**config.mk**
```make
export PLATFORM = sky130hd
export DESIGN_NAME = i2c_cmd_sequencer
export DESIGN_NICKNAME = d
export VERILOG_FILES = /design/src/rtl/i2c_seq_pkg.sv /design/src/rtl/i2c_cmd_sequencer_axil.sv /design/src/rtl/i2c_cmd_sequencer.sv
export SDC_FILE = /design/constraint.sdc
export NUM_CORES = 1
export LEC_CHECK = 0
export BUFFER_PORTS_ARGS = -buffer_cell sky130_fd_sc_hd__buf_4
export CAP_MARGIN = 20
export CORE_ASPECT_RATIO = 2
export CORE_UTILIZATION = 50
export DETAILED_ROUTE_END_ITERATION = 7
export PLACE_DENSITY = 0.81
export SETUP_SLACK_MARGIN = 0.1
export SKIP_CTS_REPAIR_TIMING = 1
export SLEW_MARGIN = 20
export SYNTH_ARGS = -nofsm -noshare
export SYNTH_HDL_FRONTEND = slang
export SYNTH_SLANG_ARGS = --single-unit
```
**constraint.sdc**
```tcl
create_clock -name clk -period 4.15 [get_ports clk]
set_clock_uncertainty 0.15 [all_clocks]
set_input_delay 0.2075 -clock clk [delete_from_list [all_inputs] [get_ports clk]]
set_output_delay 0.2075 -clock clk [all_outputs]
set_load 0.02 [all_outputs]
```
**src/rtl/i2c_seq_pkg.sv**
```systemverilog
// Shared constants and types for the I2C command sequencer: bridge register
// indices, CR command bytes, SR bit positions, response codes and FSM states.
package i2c_seq_pkg;

  // Register indices into the i2c_master_top register file
  localparam logic [2:0] REG_PRERLO  = 3'd0;
  localparam logic [2:0] REG_PRERHI  = 3'd1;
  localparam logic [2:0] REG_CTR     = 3'd2;
  localparam logic [2:0] REG_TXR_RXR = 3'd3;
  localparam logic [2:0] REG_CR_SR   = 3'd4;

  // CR command bytes
  localparam logic [7:0] CMD_STA_WR      = 8'h90;
  localparam logic [7:0] CMD_WR          = 8'h10;
  localparam logic [7:0] CMD_STO_WR      = 8'h50;
  localparam logic [7:0] CMD_RD_NACK_STO = 8'h68;
  localparam logic [7:0] CMD_STO         = 8'h40;

  // Core enable value written to CTR during init
  localparam logic [7:0] CTR_EN = 8'h80;

  // SR bit positions
  localparam int SR_TIP   = 1;
  localparam int SR_RXACK = 7;

  typedef enum logic [1:0] {
    ERR_OK      = 2'b00,
    ERR_NACK    = 2'b01,
    ERR_AXI     = 2'b10,
    ERR_TIMEOUT = 2'b11
  } rsp_err_e;

  typedef enum logic [2:0] {
    S_INIT,
    S_IDLE,
    S_TXR,
    S_CR,
    S_POLL,
    S_RXR,
    S_ABORT,
    S_DONE
  } seq_state_e;

  typedef enum logic [2:0] {
    E_IDLE,
    E_WRITE,
    E_BRESP,
    E_ADDR_RD,
    E_RDATA
  } eng_state_e;

endpackage

```
**src/rtl/i2c_cmd_sequencer_axil.sv**
```systemverilog
// Single-outstanding AXI-Lite master. A one-cycle req starts one register
// write or read; done pulses for one cycle with the low read byte and an
// error flag (any non-OKAY response).
module axil_single_master
  import i2c_seq_pkg::*;
#(
  parameter int C_AXI_ADDR_WIDTH = 28,
  parameter int C_AXI_DATA_WIDTH = 32
) (
  input  logic                        clk,
  input  logic                        rst,
  input  logic                        req,
  input  logic                        we,
  input  logic [C_AXI_ADDR_WIDTH-1:0] addr,
  input  logic [7:0]                  wdata,
  output logic                        done,
  output logic [7:0]                  rdata,
  output logic                        err,
  output logic                        m_axi_awvalid,
  input  logic                        m_axi_awready,
  output logic [C_AXI_ADDR_WIDTH-1:0] m_axi_awaddr,
  output logic [2:0]                  m_axi_awprot,
  output logic                        m_axi_wvalid,
  input  logic                        m_axi_wready,
  output logic [C_AXI_DATA_WIDTH-1:0] m_axi_wdata,
  output logic [3:0]                  m_axi_wstrb,
  input  logic                        m_axi_bvalid,
  output logic                        m_axi_bready,
  input  logic [1:0]                  m_axi_bresp,
  output logic                        m_axi_arvalid,
  input  logic                        m_axi_arready,
  output logic [C_AXI_ADDR_WIDTH-1:0] m_axi_araddr,
  output logic [2:0]                  m_axi_arprot,
  input  logic                        m_axi_rvalid,
  output logic                        m_axi_rready,
  input  logic [C_AXI_DATA_WIDTH-1:0] m_axi_rdata,
  input  logic [1:0]                  m_axi_rresp
);

  eng_state_e st;

  assign m_axi_awprot = 3'b000;
  assign m_axi_arprot = 3'b000;
  assign m_axi_wstrb  = 4'h1;

  // Only the register byte of read data is meaningful
  logic unused_rdata_hi;
  assign unused_rdata_hi = ^m_axi_rdata[C_AXI_DATA_WIDTH-1:8];

  // Transaction engine: address/data channels drop independently on ready
  always_ff @(posedge clk or posedge rst) begin
    if (rst) begin
      st            <= E_IDLE;
      done          <= 1'b0;
      rdata         <= 8'h00;
      err           <= 1'b0;
      m_axi_awvalid <= 1'b0;
      m_axi_awaddr  <= '0;
      m_axi_wvalid  <= 1'b0;
      m_axi_wdata   <= '0;
      m_axi_bready  <= 1'b0;
      m_axi_arvalid <= 1'b0;
      m_axi_araddr  <= '0;
      m_axi_rready  <= 1'b0;
    end else begin
      done <= 1'b0;
      case (st)
        E_IDLE: begin
          if (req) begin
            if (we) begin
              m_axi_awvalid <= 1'b1;
              m_axi_wvalid  <= 1'b1;
              m_axi_awaddr  <= addr;
              m_axi_wdata   <= {{(C_AXI_DATA_WIDTH-8){1'b0}}, wdata};
              st            <= E_WRITE;
            end else begin
              m_axi_arvalid <= 1'b1;
              m_axi_araddr  <= addr;
              st            <= E_ADDR_RD;
            end
          end
        end
        E_WRITE: begin
          if (m_axi_awready) m_axi_awvalid <= 1'b0;
          if (m_axi_wready)  m_axi_wvalid  <= 1'b0;
          if ((!m_axi_awvalid || m_axi_awready) && (!m_axi_wvalid || m_axi_wready)) begin
            m_axi_bready <= 1'b1;
            st           <= E_BRESP;
          end
        end
        E_BRESP: begin
          if (m_axi_bvalid) begin
            m_axi_bready <= 1'b0;
            done         <= 1'b1;
            err          <= (m_axi_bresp != 2'b00);
            st           <= E_IDLE;
          end
        end
        E_ADDR_RD: begin
          if (m_axi_arready) begin
            m_axi_arvalid <= 1'b0;
            m_axi_rready  <= 1'b1;
            st            <= E_RDATA;
          end
        end
        E_RDATA: begin
          if (m_axi_rvalid) begin
            m_axi_rready <= 1'b0;
            done         <= 1'b1;
            rdata        <= m_axi_rdata[7:0];
            err          <= (m_axi_rresp != 2'b00);
            st           <= E_IDLE;
          end
        end
        default: st <= E_IDLE;
      endcase
    end
  end

endmodule

```
**src/rtl/i2c_cmd_sequencer.sv**
```systemverilog
// Sequences the OpenCores i2c_master_top register file over AXI-Lite to run
// single-byte I2C register reads and writes.
// Optional macro I2C_SEQ_TIMEOUT_EN bounds every TIP poll to POLL_LIMIT SR
// reads and reports code 11 on expiry; without it polls wait indefinitely.
module i2c_cmd_sequencer
  import i2c_seq_pkg::*;
#(
  parameter int                          C_AXI_ADDR_WIDTH = 28,
  parameter int                          C_AXI_DATA_WIDTH = 32,
  parameter logic [C_AXI_ADDR_WIDTH-1:0] BASE_ADDR        = '0,
  parameter int                          REG_STRIDE_LOG2  = 2,
  parameter int                          POLL_LIMIT       = 4096
) (
  input  logic                        clk,
  input  logic                        axi_reset,
  input  logic [15:0]                 prescale,
  input  logic                        cmd_valid,
  output logic                        cmd_ready,
  input  logic                        cmd_rw,
  input  logic [6:0]                  cmd_dev,
  input  logic [7:0]                  cmd_reg,
  input  logic [7:0]                  cmd_wdata,
  output logic                        rsp_valid,
  output logic [7:0]                  rsp_rdata,
  output logic [1:0]                  rsp_err,
  output logic                        busy,
  output logic                        m_axi_awvalid,
  input  logic                        m_axi_awready,
  output logic [C_AXI_ADDR_WIDTH-1:0] m_axi_awaddr,
  output logic [2:0]                  m_axi_awprot,
  output logic                        m_axi_wvalid,
  input  logic                        m_axi_wready,
  output logic [C_AXI_DATA_WIDTH-1:0] m_axi_wdata,
  output logic [3:0]                  m_axi_wstrb,
  input  logic                        m_axi_bvalid,
  output logic                        m_axi_bready,
  input  logic [1:0]                  m_axi_bresp,
  output logic                        m_axi_arvalid,
  input  logic                        m_axi_arready,
  output logic [C_AXI_ADDR_WIDTH-1:0] m_axi_araddr,
  output logic [2:0]                  m_axi_arprot,
  input  logic                        m_axi_rvalid,
  output logic                        m_axi_rready,
  input  logic [C_AXI_DATA_WIDTH-1:0] m_axi_rdata,
  input  logic [1:0]                  m_axi_rresp
);

  seq_state_e                  state;
  logic [1:0]                  init_idx;
  logic                        pending;
  logic                        req;
  logic                        req_we;
  logic [C_AXI_ADDR_WIDTH-1:0] req_addr;
  logic [7:0]                  req_wdata;
  logic                        eng_done;
  logic [7:0]                  eng_rdata;
  logic                        eng_err;
  logic [7:0]                  prescale_hi;
  logic                        rw_q;
  logic [6:0]                  dev_q;
  logic [7:0]                  reg_q;
  logic [7:0]                  wdata_q;
  // byte_idx: 0 device address, 1 register, 2 data or repeated-start
  // address, 3 read-back phase (CR only, no TXR)
  logic [1:0]                  byte_idx;
  logic                        aborting;
  rsp_err_e                    err_q;
  logic [7:0]                  tx_byte;
  logic [7:0]                  cr_byte;
  logic                        nack_checked;

`ifdef I2C_SEQ_TIMEOUT_EN
  localparam int PCW = $clog2(POLL_LIMIT + 1);
  logic [PCW-1:0] poll_cnt;
`else
  localparam int unused_poll_limit = POLL_LIMIT;
`endif

  assign rsp_err = err_q;

  function automatic logic [C_AXI_ADDR_WIDTH-1:0] reg_addr(input logic [2:0] idx);
    return BASE_ADDR + (C_AXI_ADDR_WIDTH'(idx) << REG_STRIDE_LOG2);
  endfunction

  // Byte and CR command for the current step of the command
  always_comb begin
    tx_byte      = {dev_q, 1'b0};
    cr_byte      = CMD_STA_WR;
    nack_checked = 1'b1;
    case (byte_idx)
      2'd0: begin
        tx_byte = {dev_q, 1'b0};
        cr_byte = CMD_STA_WR;
      end
      2'd1: begin
        tx_byte = reg_q;
        cr_byte = CMD_WR;
      end
      2'd2: begin
        tx_byte      = rw_q ? {dev_q, 1'b1} : wdata_q;
        cr_byte      = rw_q ? CMD_STA_WR : CMD_STO_WR;
        nack_checked = rw_q;
      end
      default: begin
        tx_byte      = 8'h00;
        cr_byte      = CMD_RD_NACK_STO;
        nack_checked = 1'b0;
      end
    endcase
  end

  axil_single_master #(
    .C_AXI_ADDR_WIDTH(C_AXI_ADDR_WIDTH),
    .C_AXI_DATA_WIDTH(C_AXI_DATA_WIDTH)
  ) u_axil (
    .clk           (clk),
    .rst           (axi_reset),
    .req           (req),
    .we            (req_we),
    .addr          (req_addr),
    .wdata         (req_wdata),
    .done          (eng_done),
    .rdata         (eng_rdata),
    .err           (eng_err),
    .m_axi_awvalid (m_axi_awvalid),
    .m_axi_awready (m_axi_awready),
    .m_axi_awaddr  (m_axi_awaddr),
    .m_axi_awprot  (m_axi_awprot),
    .m_axi_wvalid  (m_axi_wvalid),
    .m_axi_wready  (m_axi_wready),
    .m_axi_wdata   (m_axi_wdata),
    .m_axi_wstrb   (m_axi_wstrb),
    .m_axi_bvalid  (m_axi_bvalid),
    .m_axi_bready  (m_axi_bready),
    .m_axi_bresp   (m_axi_bresp),
    .m_axi_arvalid (m_axi_arvalid),
    .m_axi_arready (m_axi_arready),
    .m_axi_araddr  (m_axi_araddr),
    .m_axi_arprot  (m_axi_arprot),
    .m_axi_rvalid  (m_axi_rvalid),
    .m_axi_rready  (m_axi_rready),
    .m_axi_rdata   (m_axi_rdata),
    .m_axi_rresp   (m_axi_rresp)
  );

  // Sequencer FSM: each AXI step issues one req, then waits for eng_done
  always_ff @(posedge clk or posedge axi_reset) begin
    if (axi_reset) begin
      state       <= S_INIT;
      init_idx    <= 2'd0;
      pending     <= 1'b0;
      req         <= 1'b0;
      req_we      <= 1'b0;
      req_addr    <= '0;
      req_wdata   <= 8'h00;
      prescale_hi <= 8'h00;
      rw_q        <= 1'b0;
      dev_q       <= 7'h00;
      reg_q       <= 8'h00;
      wdata_q     <= 8'h00;
      byte_idx    <= 2'd0;
      aborting    <= 1'b0;
      err_q       <= ERR_OK;
      cmd_ready   <= 1'b0;
      busy        <= 1'b1;
      rsp_valid   <= 1'b0;
      rsp_rdata   <= 8'h00;
`ifdef I2C_SEQ_TIMEOUT_EN
      poll_cnt    <= '0;
`endif
    end else begin
      req       <= 1'b0;
      rsp_valid <= 1'b0;
      case (state)
        S_INIT: begin
          if (!pending) begin
            pending <= 1'b1;
            req     <= 1'b1;
            req_we  <= 1'b1;
            case (init_idx)
              2'd0: begin
                req_addr    <= reg_addr(REG_PRERLO);
                req_wdata   <= prescale[7:0];
                prescale_hi <= prescale[15:8];
              end
              2'd1: begin
                req_addr  <= reg_addr(REG_PRERHI);
                req_wdata <= prescale_hi;
              end
              default: begin
                req_addr  <= reg_addr(REG_CTR);
                req_wdata <= CTR_EN;
              end
            endcase
          end else if (eng_done) begin
            pending <= 1'b0;
            if (eng_err) begin
              init_idx <= 2'd0;
            end else if (init_idx == 2'd2) begin
              init_idx  <= 2'd0;
              state     <= S_IDLE;
              cmd_ready <= 1'b1;
              busy      <= 1'b0;
            end else begin
              init_idx <= init_idx + 2'd1;
            end
          end
        end
        S_IDLE: begin
          if (cmd_valid && cmd_ready) begin
            rw_q      <= cmd_rw;
            dev_q     <= cmd_dev;
            reg_q     <= cmd_reg;
            wdata_q   <= cmd_wdata;
            byte_idx  <= 2'd0;
            aborting  <= 1'b0;
            err_q     <= ERR_OK;
            rsp_rdata <= 8'h00;
            cmd_ready <= 1'b0;
            busy      <= 1'b1;
            state     <= S_TXR;
          end
        end
        S_TXR, S_CR, S_RXR, S_ABORT, S_POLL: begin
          if (!pending) begin
            pending <= 1'b1;
            req     <= 1'b1;
            req_we  <= (state == S_TXR) || (state == S_CR) || (state == S_ABORT);
            case (state)
              S_TXR: begin
                req_addr  <= reg_addr(REG_TXR_RXR);
                req_wdata <= tx_byte;
              end
              S_CR: begin
                req_addr  <= reg_addr(REG_CR_SR);
                req_wdata <= cr_byte;
              end
              S_ABORT: begin
                req_addr  <= reg_addr(REG_CR_SR);
                req_wdata <= CMD_STO;
              end
              S_RXR: begin
                req_addr  <= reg_addr(REG_TXR_RXR);
                req_wdata <= 8'h00;
              end
              default: begin
                req_addr  <= reg_addr(REG_CR_SR);
                req_wdata <= 8'h00;
              end
            endcase
          end else if (eng_done) begin
            pending <= 1'b0;
            if (eng_err) begin
              // Bridge is unreachable: report and skip the STOP write
              if (!aborting) err_q <= ERR_AXI;
              rsp_valid <= 1'b1;
              state     <= S_DONE;
            end else begin
              case (state)
                S_TXR: state <= S_CR;
                S_CR, S_ABORT: begin
                  if (state == S_ABORT) aborting <= 1'b1;
                  state <= S_POLL;
`ifdef I2C_SEQ_TIMEOUT_EN
                  poll_cnt <= '0;
`endif
                end
                S_RXR: begin
                  rsp_rdata <= eng_rdata;
                  rsp_valid <= 1'b1;
                  state     <= S_DONE;
                end
                default: begin
                  if (!eng_rdata[SR_TIP]) begin
                    if (aborting) begin
                      rsp_valid <= 1'b1;
                      state     <= S_DONE;
                    end else if (eng_rdata[SR_RXACK] && nack_checked) begin
                      err_q    <= ERR_NACK;
                      aborting <= 1'b1;
                      state    <= S_ABORT;
                    end else if (byte_idx == 2'd3) begin
                      state <= S_RXR;
                    end else if (byte_idx == 2'd2) begin
                      if (rw_q) begin
                        byte_idx <= 2'd3;
                        state    <= S_CR;
                      end else begin
                        rsp_valid <= 1'b1;
                        state     <= S_DONE;
                      end
                    end else begin
                      byte_idx <= byte_idx + 2'd1;
                      state    <= S_TXR;
                    end
                  end
`ifdef I2C_SEQ_TIMEOUT_EN
                  else if (poll_cnt == PCW'(POLL_LIMIT - 1)) begin
                    // A stuck STOP poll gives up and reports anyway
                    if (aborting) begin
                      rsp_valid <= 1'b1;
                      state     <= S_DONE;
                    end else begin
                      err_q    <= ERR_TIMEOUT;
                      aborting <= 1'b1;
                      state    <= S_ABORT;
                    end
                  end else begin
                    poll_cnt <= poll_cnt + 1'b1;
                  end
`endif
                end
              endcase
            end
          end
        end
        S_DONE: begin
          cmd_ready <= 1'b1;
          busy      <= 1'b0;
          state     <= S_IDLE;
        end
        default: state <= S_INIT;
      endcase
    end
  end

endmodule

```
==> summary.md <==
| Metric | Value |
|---|---|
| Total grt overflow | 0 |
| Reg2Reg Depth | 3 |
| Largest net degree at the start of global routing | 68 |
| Synthesized area | 5420 sq um |
| GRT Util Overall | 23.3% |
| CTS tree | yes |
| Drt pass-1 iters | 5 |
| Hold Crit Start | m_axi_bvalid |
| Synthesized area per cell | ~10 sq um |
| Top cells by area, synth | dfrtp_1, buf_4, mux2_2, nand2_1, nor2_1 |
| Routability cong. | 0.880 |
| I/O pin count | 200 |
| PnR worst setup slack | between 1 and 1.5 ns |
| Final hold violation count | 0 |
| Rows | 53 |
| Place WS | roughly 1.4 ns |
| Area growth syn-to-layout | 21.7% |
| WP data arrival | approximately 2.9 ns |
| Worst R2R Start | state[0]$_DFFE_PP0P_ |
| ANT nets after route | 0 |
| Starting density of the core | roughly half |
| Logic pwr share | approximately two fifths |
| YS warnings | 0 |
| Clk_lat worst skew | between 0.3 and 0.4 ns |
| Tcrit/Tclk final | 67.4% |
| Num CTS Buffers | 9 |
| Psw | about 1800 uW |
| Global-route wire length before repair | between 15000 and 20000 um |
| Post-synth ARST share | 100% |
| Rel. slew slack | roughly 29% |
| WHS Path Cells | 3 |
| IO buf count | 91 |
| CP Launch Type | register |
| Share of total power in sequential cells | 40.7% |
| Post-synth top area cell | dfrtp_1 |
| H-tree Lvls | 3 |
| Pwr/cell area | between 600 and 700 nW/um^2 |
| Max-Cap Viols | 0 |
| Most instantiated cells after synthesis | dfrtp_1, buf_4, mux2_2 |
| Max Clk Rate | roughly 360 MHz |
| Int Pwr | around 2700 uW |
| DRC violations left | 0 |
| Post-synth EDFFs | 0 |
| Min-delay worst type | in -> reg |
| Register area | about 2500 sq um |
| Setup slack, reg-to-reg | between 1 and 1.5 ns |
| Flops & latches, synth | ~100 |
| Peak VDD IR | approximately 0.40 mV |
| Initial antenna violation count | 0 |
| Max Slew Vio Count | 0 |
| Via/cell ratio | ~5.4 |
| Post-synthesis sequential area ratio | between 40 and 50% |
| Core area | around 11000 sq um |
| Final worst path period need | roughly 2.8 ns |
| Number of global-route vias before repair | approximately 4000 |
| Clock power share | a little under a fifth |
| Crit end category | register |
| Most frequently used cell type in the post-synthesis netlist | dfrtp_1 |
| Footprint of the multi-input gates | ~2500 sq um |
| Die Area | 11300 sq um |
| RSZ-0062 raised after global routing | false |
| Sw Share | around 39% |
| Status | finished clean |
| WL per Instance | 17.0 um |
| Fillers | 850 |
| Final HPWL DP | around 9400 um |
| Final setup viols | 0 |
| Clock-pin transition on the worst setup and hold timing paths | ~0.07 ns |
| CTS max path bufs | 2 |
| Clock root cell | clkbuf_16 |
| Share of cells above drive strength 1 | roughly a quarter |
| FF-to-FF End | wdata_q[1]$_DFFE_PP0P_ |
| Leakage power | between 0.003 and 0.004 uW |
| NumNets Final | around 730 |
| Hold EP | u_axil.st[1]$_DFFE_PP0P_ |
| Die extent in x | approximately 76 um |
| Routed WL | ~13000 um |
| # diodes | 0 |
| CP Class | reg -> reg |
| Die H | 149 um |
| Top FF cell, synth | dfrtp_1 |
| TNS Setup | 0 ns |
| Vias post-DR | 4262 |
| Synth top area share | 45.3% |
| Drt initial violations | approximately 270 |
| CP max FO | 27 |
| CP Data Required Time | 4.23 ns |
| CTS Sinks | between 90 and 100 |
| Synth unique cells | 70 |
| Synth Instances | around 520 |
| Worst-Margin Slew | 1.06 ns |
## power by group through the flow
| stage | Sequential [uW] | Clock [uW] | Combinational [uW] |
|---|---|---|---|
| after global routing | 1860 | 900 | 1930 |
| after CTS | 1790 | 862 | 1740 |
| final | 1800 | 854 | 1780 |
| after global placement | 1780 | 0 | 1670 |
| after detailed placement | 1810 | 0 | 1730 |
| after floorplan | 1750 | 0 | 1240 |
## cell usage in the layout (no fill, tap or decap), drive strengths merged, types with 3 or more instances in the layout
| cell | netlist | final |
|---|---|---|
| o21bai | 3 | 3 |
| a21oi | 18 | 18 |
| or2 | 4 | 4 |
| o21ai | 20 | 20 |
| nor2b | 10 | 10 |
| and3 | 4 | 4 |
| a211oi | 4 | 4 |
| mux2 | 56 | 56 |
| nor2 | 32 | 32 |
| clkbuf | 14 | 11 |
| o22ai | 3 | 3 |
| a2bb2oi | 4 | 4 |
| nand3 | 13 | 13 |
| o31ai | 6 | 6 |
| ha | 5 | 5 |
| nand2b | 5 | 5 |
| nand3b | 3 | 3 |
| nor3 | 6 | 6 |
| a31oi | 13 | 13 |
| dfrtp | 98 | 98 |
| clkinv | 1 | 3 |
| conb | 2 | 84 |
| a222oi | 7 | 7 |
| nand2 | 36 | 36 |
| buf | 96 | 92 |
| o211ai | 3 | 3 |
| dlygate4sd3 | 0 | 44 |
| inv | 9 | 9 |
| a21boi | 3 | 3 |
| o311a | 3 | 3 |
| a22o | 3 | 3 |
## through the flow
stage / util, % / hold slack [ns] / instances / power [uW] / cell area, sq um
6_report: 62.6 / 0.0190 / 785 / 4440 / 6600
5_1_grt: 62.6 / 0.0365 / 785 / 4690 / 6600
4_1_cts: 58.4 / -0.0924 / 741 / 4400 / 6160
3_5_place_dp: 55.5 / 0.278 / 725 / 3540 / 5850
3_3_place_gp: 55.5 / 0.257 / 725 / 3450 / 5850
2_1_floorplan: - / 0.147 / 606 / 2990 / 5730
## registers in the layout, indices dropped and copies added (netlist names), 2 cells and up
| name | cells |
|---|---|
| prescale_hi | 8 |
| reg_q | 8 |
| req_wdata | 8 |
| rsp_rdata | 8 |
| u_axil.m_axi_wdata | 8 |
| u_axil.rdata | 8 |
| wdata_q | 8 |
| dev_q | 7 |
| req_addr | 3 |
| state | 3 |
| u_axil.m_axi_araddr | 3 |
| u_axil.m_axi_awaddr | 3 |
| u_axil.st | 3 |
| byte_idx | 2 |
| init_idx | 2 |
| rsp_err | 2 |
## metal layers
metal	track usage [%]	vias up	part of all wire, %
met4	13.7	0	4.4
met3	3.11	43	4.1
met1	25.1	2075	34
li1	-	1944	-
met5	0	-	0
met2	41.4	200	57
## cell families after synthesis
family,Yosys count,synth area share [%]
mux,58,12.0
flops,99,45.7
buf+inv,120,14.4
fa+ha+maj,6,1.34
other cells,2,0.139
xor+xnor,1,0.162
simple gates,129,12.1
compound gates,109,14.1
## critical path: stages (launching register included)
cell and delay (ns):
dfrtp_1 0.92, nor3b_2 0.50, nand3_2 0.59, mux2_2 0.51
## worst max-delay path by stage
stage                         startpoint                     end
global route        state[0]$_DFFE_PP0P_  wdata_q[1]$_DFFE_PP0P_
CTS                 state[0]$_DFFE_PP0P_    dev_q[0]$_DFFE_PP0P_
detailed placement  state[0]$_DFFE_PP0P_    reg_q[5]$_DFFE_PP0P_
finish              state[0]$_DFFE_PP0P_  wdata_q[1]$_DFFE_PP0P_
global placement    state[0]$_DFFE_PP0P_  wdata_q[3]$_DFFE_PP0P_
floorplan                      axi_reset    aborting$_DFFE_PP0P_
## layout make-up
cell class	instances	share of cell area, %
clock inverters	5	0.948
inverters	10	0.607
repair buffers	136	17.1
multi-input cells	387	37.4
clock buffers	11	3.68
flip-flops and latches	99	37.6
well taps	137	2.60
Power figures use the tool's default switching activity.
